## src/rtl/j1_io_xbar.sv

```systemverilog
// J1 CPU I/O crossbar: routes rd/wr to NSLOT peripheral pages and serves a status register at 16'hFF00.
// Define J1_IO_TIMEOUT_EN to abort accesses that get no ack within TIMEOUT cycles.
module j1_io_xbar #(
  parameter int          NSLOT     = 4,
  parameter logic [7:0]  SLOT_BASE = 8'h67,
  parameter logic [15:0] DFLT_DATA = 16'h0666,
  parameter int          TIMEOUT   = 15
) (
  input  logic               sys_clk_i,
  input  logic               sys_rst_i,
  input  logic               j1_io_rd,
  input  logic               j1_io_wr,
  input  logic [15:0]        j1_io_addr,
  input  logic [15:0]        j1_io_dout,
  output logic [15:0]        j1_io_din,
  output logic               j1_io_stall,
  output logic [NSLOT-1:0]   cs,
  output logic [7:0]         per_addr,
  output logic [15:0]        per_dout,
  output logic               per_rd,
  output logic               per_wr,
  input  logic [NSLOT*16-1:0] per_din,
  input  logic [NSLOT-1:0]   per_ack
);
  localparam int         SW     = (NSLOT > 1) ? $clog2(NSLOT) : 1;
  localparam logic [7:0] NSLOT8 = 8'(NSLOT);

  typedef enum logic [1:0] {IDLE, ACCESS, DONE} state_t;
  state_t state, state_nxt;

  logic          start, mapped, is_stat_reg, op_wr, sel_ack, tmo_hit;
  logic [7:0]    page_off;
  logic [SW-1:0] slot_q;
  logic [15:0]   sel_din, stat_val;

  // Page offset wraps modulo 256, so pages below SLOT_BASE land far above NSLOT.
  assign page_off    = j1_io_addr[15:8] - SLOT_BASE;
  assign mapped      = (j1_io_addr[15:8] != 8'hFF) && (page_off < NSLOT8);
  assign is_stat_reg = (j1_io_addr == 16'hFF00);
  assign start       = (state == IDLE) && (j1_io_rd || j1_io_wr);
  assign sel_ack     = per_ack[slot_q];
  assign sel_din     = per_din[{slot_q, 4'b0000} +: 16];

  always_ff @(posedge sys_clk_i or negedge sys_rst_i) begin
    if (!sys_rst_i) state <= IDLE;
    else            state <= state_nxt;
  end

  always_comb begin
    state_nxt   = state;
    j1_io_stall = 1'b0;
    cs          = '0;
    per_rd      = 1'b0;
    per_wr      = 1'b0;
    case (state)
      IDLE: begin
        if (j1_io_rd || j1_io_wr) begin
          j1_io_stall = 1'b1;
          state_nxt   = mapped ? ACCESS : DONE;
        end
      end
      ACCESS: begin
        j1_io_stall = 1'b1;
        cs          = NSLOT'(1) << slot_q;
        per_rd      = !op_wr;
        per_wr      = op_wr;
        if (sel_ack || tmo_hit) state_nxt = DONE;
      end
      DONE:    state_nxt = IDLE;
      default: state_nxt = IDLE;
    endcase
    // A request held across reset must not show up as a stall.
    if (!sys_rst_i) j1_io_stall = 1'b0;
  end

  always_ff @(posedge sys_clk_i or negedge sys_rst_i) begin
    if (!sys_rst_i) begin
      per_addr  <= '0;
      per_dout  <= '0;
      op_wr     <= 1'b0;
      slot_q    <= '0;
      j1_io_din <= DFLT_DATA;
    end else begin
      if (start) begin
        per_addr <= j1_io_addr[7:0];
        per_dout <= j1_io_dout;
        op_wr    <= j1_io_wr;
        slot_q   <= page_off[SW-1:0];
        if (!mapped && !j1_io_wr) j1_io_din <= is_stat_reg ? stat_val : DFLT_DATA;
      end
      if (state == ACCESS && !op_wr) begin
        if (sel_ack)      j1_io_din <= sel_din;
        else if (tmo_hit) j1_io_din <= DFLT_DATA;
      end
    end
  end

`ifdef J1_IO_TIMEOUT_EN
  localparam logic [7:0] TMO_LAST = 8'(TIMEOUT - 1);
  logic [7:0] tmo_cnt, stat_cnt;
  logic [3:0] stat_slot;
  logic       stat_clr;

  assign tmo_hit  = (state == ACCESS) && !sel_ack && (tmo_cnt == TMO_LAST);
  assign stat_clr = start && j1_io_wr && is_stat_reg;
  assign stat_val = {stat_cnt, 4'h0, stat_slot};

  always_ff @(posedge sys_clk_i or negedge sys_rst_i) begin
    if (!sys_rst_i)                             tmo_cnt <= '0;
    else if (state == IDLE)                     tmo_cnt <= '0;
    else if (state == ACCESS)                   tmo_cnt <= tmo_cnt + 8'd1;
  end

  // Timeout wins over a coincident clear, counting from zero.
  always_ff @(posedge sys_clk_i or negedge sys_rst_i) begin
    if (!sys_rst_i) begin
      stat_cnt  <= '0;
      stat_slot <= '0;
    end else if (tmo_hit) begin
      stat_cnt  <= stat_clr ? 8'd1 : ((stat_cnt == 8'hFF) ? stat_cnt : stat_cnt + 8'd1);
      stat_slot <= 4'(slot_q);
    end else if (stat_clr) begin
      stat_cnt  <= '0;
      stat_slot <= '0;
    end
  end
`else
  assign tmo_hit  = 1'b0;
  assign stat_val = 16'h0000;
`endif

endmodule
```

## config.mk

```make
export PLATFORM = sky130hd
export DESIGN_NAME = j1_io_xbar
export DESIGN_NICKNAME = d
export VERILOG_FILES = /design/src/rtl/j1_io_xbar.sv
export SDC_FILE = /design/constraint.sdc
export NUM_CORES = 1
export LEC_CHECK = 0
export BUFFER_PORTS_ARGS = -buffer_cell sky130_fd_sc_hd__buf_2
export CAP_MARGIN = 20
export CORE_ASPECT_RATIO = 0.5
export CORE_MARGIN = 3
export CORE_UTILIZATION = 42
export DETAILED_ROUTE_END_ITERATION = 7
export PLACE_DENSITY = 0.8
export SLEW_MARGIN = 20
export SYNTH_ARGS = -nofsm -noshare
export SYNTH_HDL_FRONTEND = slang
export SYNTH_SLANG_ARGS = --single-unit
```

## constraint.sdc

```tcl
create_clock -name sys_clk_i -period 2.41 [get_ports sys_clk_i]
set_input_delay 0.241 -clock sys_clk_i [delete_from_list [all_inputs] [get_ports sys_clk_i]]
set_output_delay 0.241 -clock sys_clk_i [all_outputs]
set_load 0.02 [all_outputs]
```

==> flow_metrics.env <==
export IMPL_internal_power_mw=1.438
export IMPL_design_die_area_um2=6554
export IMPL_ant_nets=0
export IMPL_grt_start_max_net_pins=46
export IMPL_initial_core_util_pct=45.54
export IMPL_status="finished clean"
export IMPL_cp_arrival_ps=1850
export IMPL_power_density_nw_per_um2=665.8
export IMPL_drt_total_wl_um=6622
export IMPL_ys_flop_type="dfrtp_1"
export IMPL_synth_cell_area_um2=2338
export IMPL_cp_max_fo=16
export IMPL_worstSetupPathType="flop to flop"
export IMPL_cts_buffers_inserted=5
export IMPL_gp_congestion=0.8402
export IMPL_cts_root_buffer="clkbuf_8"
export IMPL_boundaryPins=151
export IMPL_clock_skew_ps=9.550
export IMPL_dr_total_vias=2279
export IMPL_clock_path_buffers=2
export IMPL_ys_warn_count=0
export IMPL_wl_per_cell_um=14.68
export IMPL_dieWidth_um=111.5
export IMPL_row_count=18
export IMPL_post_dp_hpwl_um=5346
export IMPL_grt_pass1_vias=2321
export IMPL_fillCellCount=450
export IMPL_postCtsHoldBufs=0
export IMPL_clock_sinks=45
export IMPL_finalCriticalPeriod_ps=1703
export IMPL_critPathRequiredTime_ps=2550
export IMPL_cts_setup_buffers=0
export IMPL_grt_overflow_total=0
export IMPL_register_area_um2=1134
export IMPL_swShare_pct=33.74
export IMPL_cts_resized_gates=0
export IMPL_multi_input_area_um2=1154
export IMPL_path_clk_slew_ps=80
export IMPL_switchingPower_uw=732.5
export IMPL_htreeDepth=2
export IMPL_synth_area_per_cell_um2=10.17
export IMPL_diodes=0
export IMPL_async_flop_share_pct=100.0
export IMPL_power_leakage_nw=1.708
export IMPL_final_nets=486
export IMPL_syn_num_nets=335
export IMPL_comb_power_share_pct=35.5
export IMPL_core_area_um2=5135
export IMPL_p_total_mw=2.171
export IMPL_dr_pass1_iters=4
export IMPL_tightest_slew_ps=705.9
export IMPL_drt_iter0_markers=84
export IMPL_yosysMostFrequentCell="nand2_1"
export IMPL_fin_tns_setup_ps=0
export IMPL_endpoint_kind="flop"
export IMPL_max_freq_mhz=587.2
export IMPL_yosysSeqAreaShare_pct=48.48
export IMPL_final_hold_viol_count=0
export IMPL_p_seq_share_pct=42.8
export IMPL_synth_top_area_share_pct=41.73
export IMPL_portBuffers=150
export IMPL_slew_viol_final=0
export IMPL_die_h_um=58.77
export IMPL_drc=0
export IMPL_antenna_found_initial=0
export IMPL_grt_util_all_layers_pct=19.72
export IMPL_ir_worst_vdd_uv=389.5
export IMPL_drv_cap=0
export IMPL_synth_edf_count=0
export IMPL_setup_violations_final=0
export IMPL_clockPowerShare_pct=21.7
export IMPL_cts_tree="yes"
export IMPL_finalCritPeriodShare_pct=70.66
export IMPL_slew_headroom_pct=52.94
export IMPL_grt_setup_unrepaired="no"
export IMPL_syn_to_final_growth_pct=39.43
export IMPL_synth_top_area_cell="dfrtp_1"
export IMPL_synth_cells=230
export IMPL_synth_commonest_cells="nand2_1, dfrtp_1, mux4_2, o21ai_1"
export IMPL_routed_via_density=5.053
export IMPL_synthDistinctLibCells=37
export IMPL_insertion_delay_ps=290
export IMPL_hold_path_class="input port to async pin"
export IMPL_synth_seq_cells=45
export IMPL_drive_gt1_share_pct=49.87
export IMPL_startpoint_type="flop"
export IMPL_grt_pass1_wl_um=10470
export IMPL_synth_area_leaders="dfrtp_1, nand2_1, mux4_2"
area by class of cell:
class / count / share of cell area (%)
tap: 70 / 2.686
clock buffer: 6 / 2.533
sequential: 45 / 34.77
multi-input combinational: 173 / 35.38
clock inverter: 1 / 0.2302
timing repair buffer: 156 / 24.41
critical path, stage by stage, from the launching register on:
cell and delay (ps):
dfrtp_1 450, nor2_2 250, nand3b_1 150, a21oi_2 550, o21ai_1 150
placed cells by master (no fill, tap or decap), types with 2 or more instances in the layout:
cell / netlist / routed
buf_2: 2 / 150
buf_4: 1 / 6
clkbuf_8: 0 / 6
dfrtp_1: 39 / 39
dfstp_2: 6 / 6
mux4_2: 16 / 16
nand2_1: 103 / 103
nand2b_1: 7 / 7
nand3_1: 2 / 2
nor2_1: 2 / 2
nor3_1: 2 / 2
nor3b_1: 3 / 3
o21ai_1: 11 / 10
o311a_1: 6 / 6
power by group through the flow:
stage	Sequential (mW)	Combinational (mW)	Clock [mW]
final	0.928	0.771	0.471
after global routing	0.944	0.840	0.514
after CTS	0.929	0.782	0.486
after detailed placement	0.942	0.781	0
after global placement	0.937	0.757	0
after floorplan	1.06	0.364	0
state kept, by name (all words and copies together), names as in the netlist:
register and count:
j1_io_din 16, per_dout 16, per_addr 8, slot_q 2, state 2, op_wr 1
path summary, 6_finish.rpt:
kind	from	end	slack, ps	cells after the start
worst min register to register	per_addr[7]$_DFFE_PN0P_	per_addr[7]$_DFFE_PN0P_	480	2
max in group asynchronous	sys_rst_i	j1_io_din[1]$_DFF_PN1_	1960	2
worst max register to register	state[0]$_DFFE_PN0P_	j1_io_din[7]$_DFF_PN0_	710	4
min in group sys_clk_i	j1_io_dout[0]	per_dout[0]$_DFFE_PN0P_	130	3
worst max-delay path	state[0]$_DFFE_PN0P_	j1_io_din[7]$_DFF_PN0_	710	4
worst min-delay path	sys_rst_i	j1_io_din[13]$_DFF_PN0_	70	2
stage by stage:
| stage | setup WS [ps] | hold slack, ps | utilization (%) | area, um2 | instances |
|---|---|---|---|---|---|
| after CTS | 320.2 | 79.19 | 63.43 | 3257 | 451 |
| after global placement | 433.1 | 380.3 | 61.67 | 3167 | 444 |
| after global routing | 541.1 | 99.39 | 63.50 | 3261 | 451 |
| final | 707.1 | 74.50 | 63.50 | 3261 | 451 |
| after floorplan | 566.7 | -54.59 | - | 2338 | 230 |
| after detailed placement | 334.1 | 396.9 | 61.67 | 3167 | 444 |
kinds of logic (layout without fill, tap and decap cells):
group                      after synthesis  count (layout)  synth area share, %
and+or+nand+nor                        129             129                23.92
muxes                                   17              17                16.53
DFF                                     45              45                48.48
xor gates and xnor gates                 2               2               0.7492
AOI/OAI and AO/OA                       24              24                7.276
adders and majority gates                1               1               0.5350
buffers and inverters                   12             163                2.515
per-layer routing:
layer	vias to the layer above	track usage (%)	share of wire (%)	wire length, um
met5	-	0	0	0
met4	0	5.719	0.89	59
met3	6	5.236	4.7	310
met2	55	38.82	56	3734
met1	1118	21.42	38	2517
li1	1100	-	-	-
Note: power is estimated with default switching activity, not from simulation.
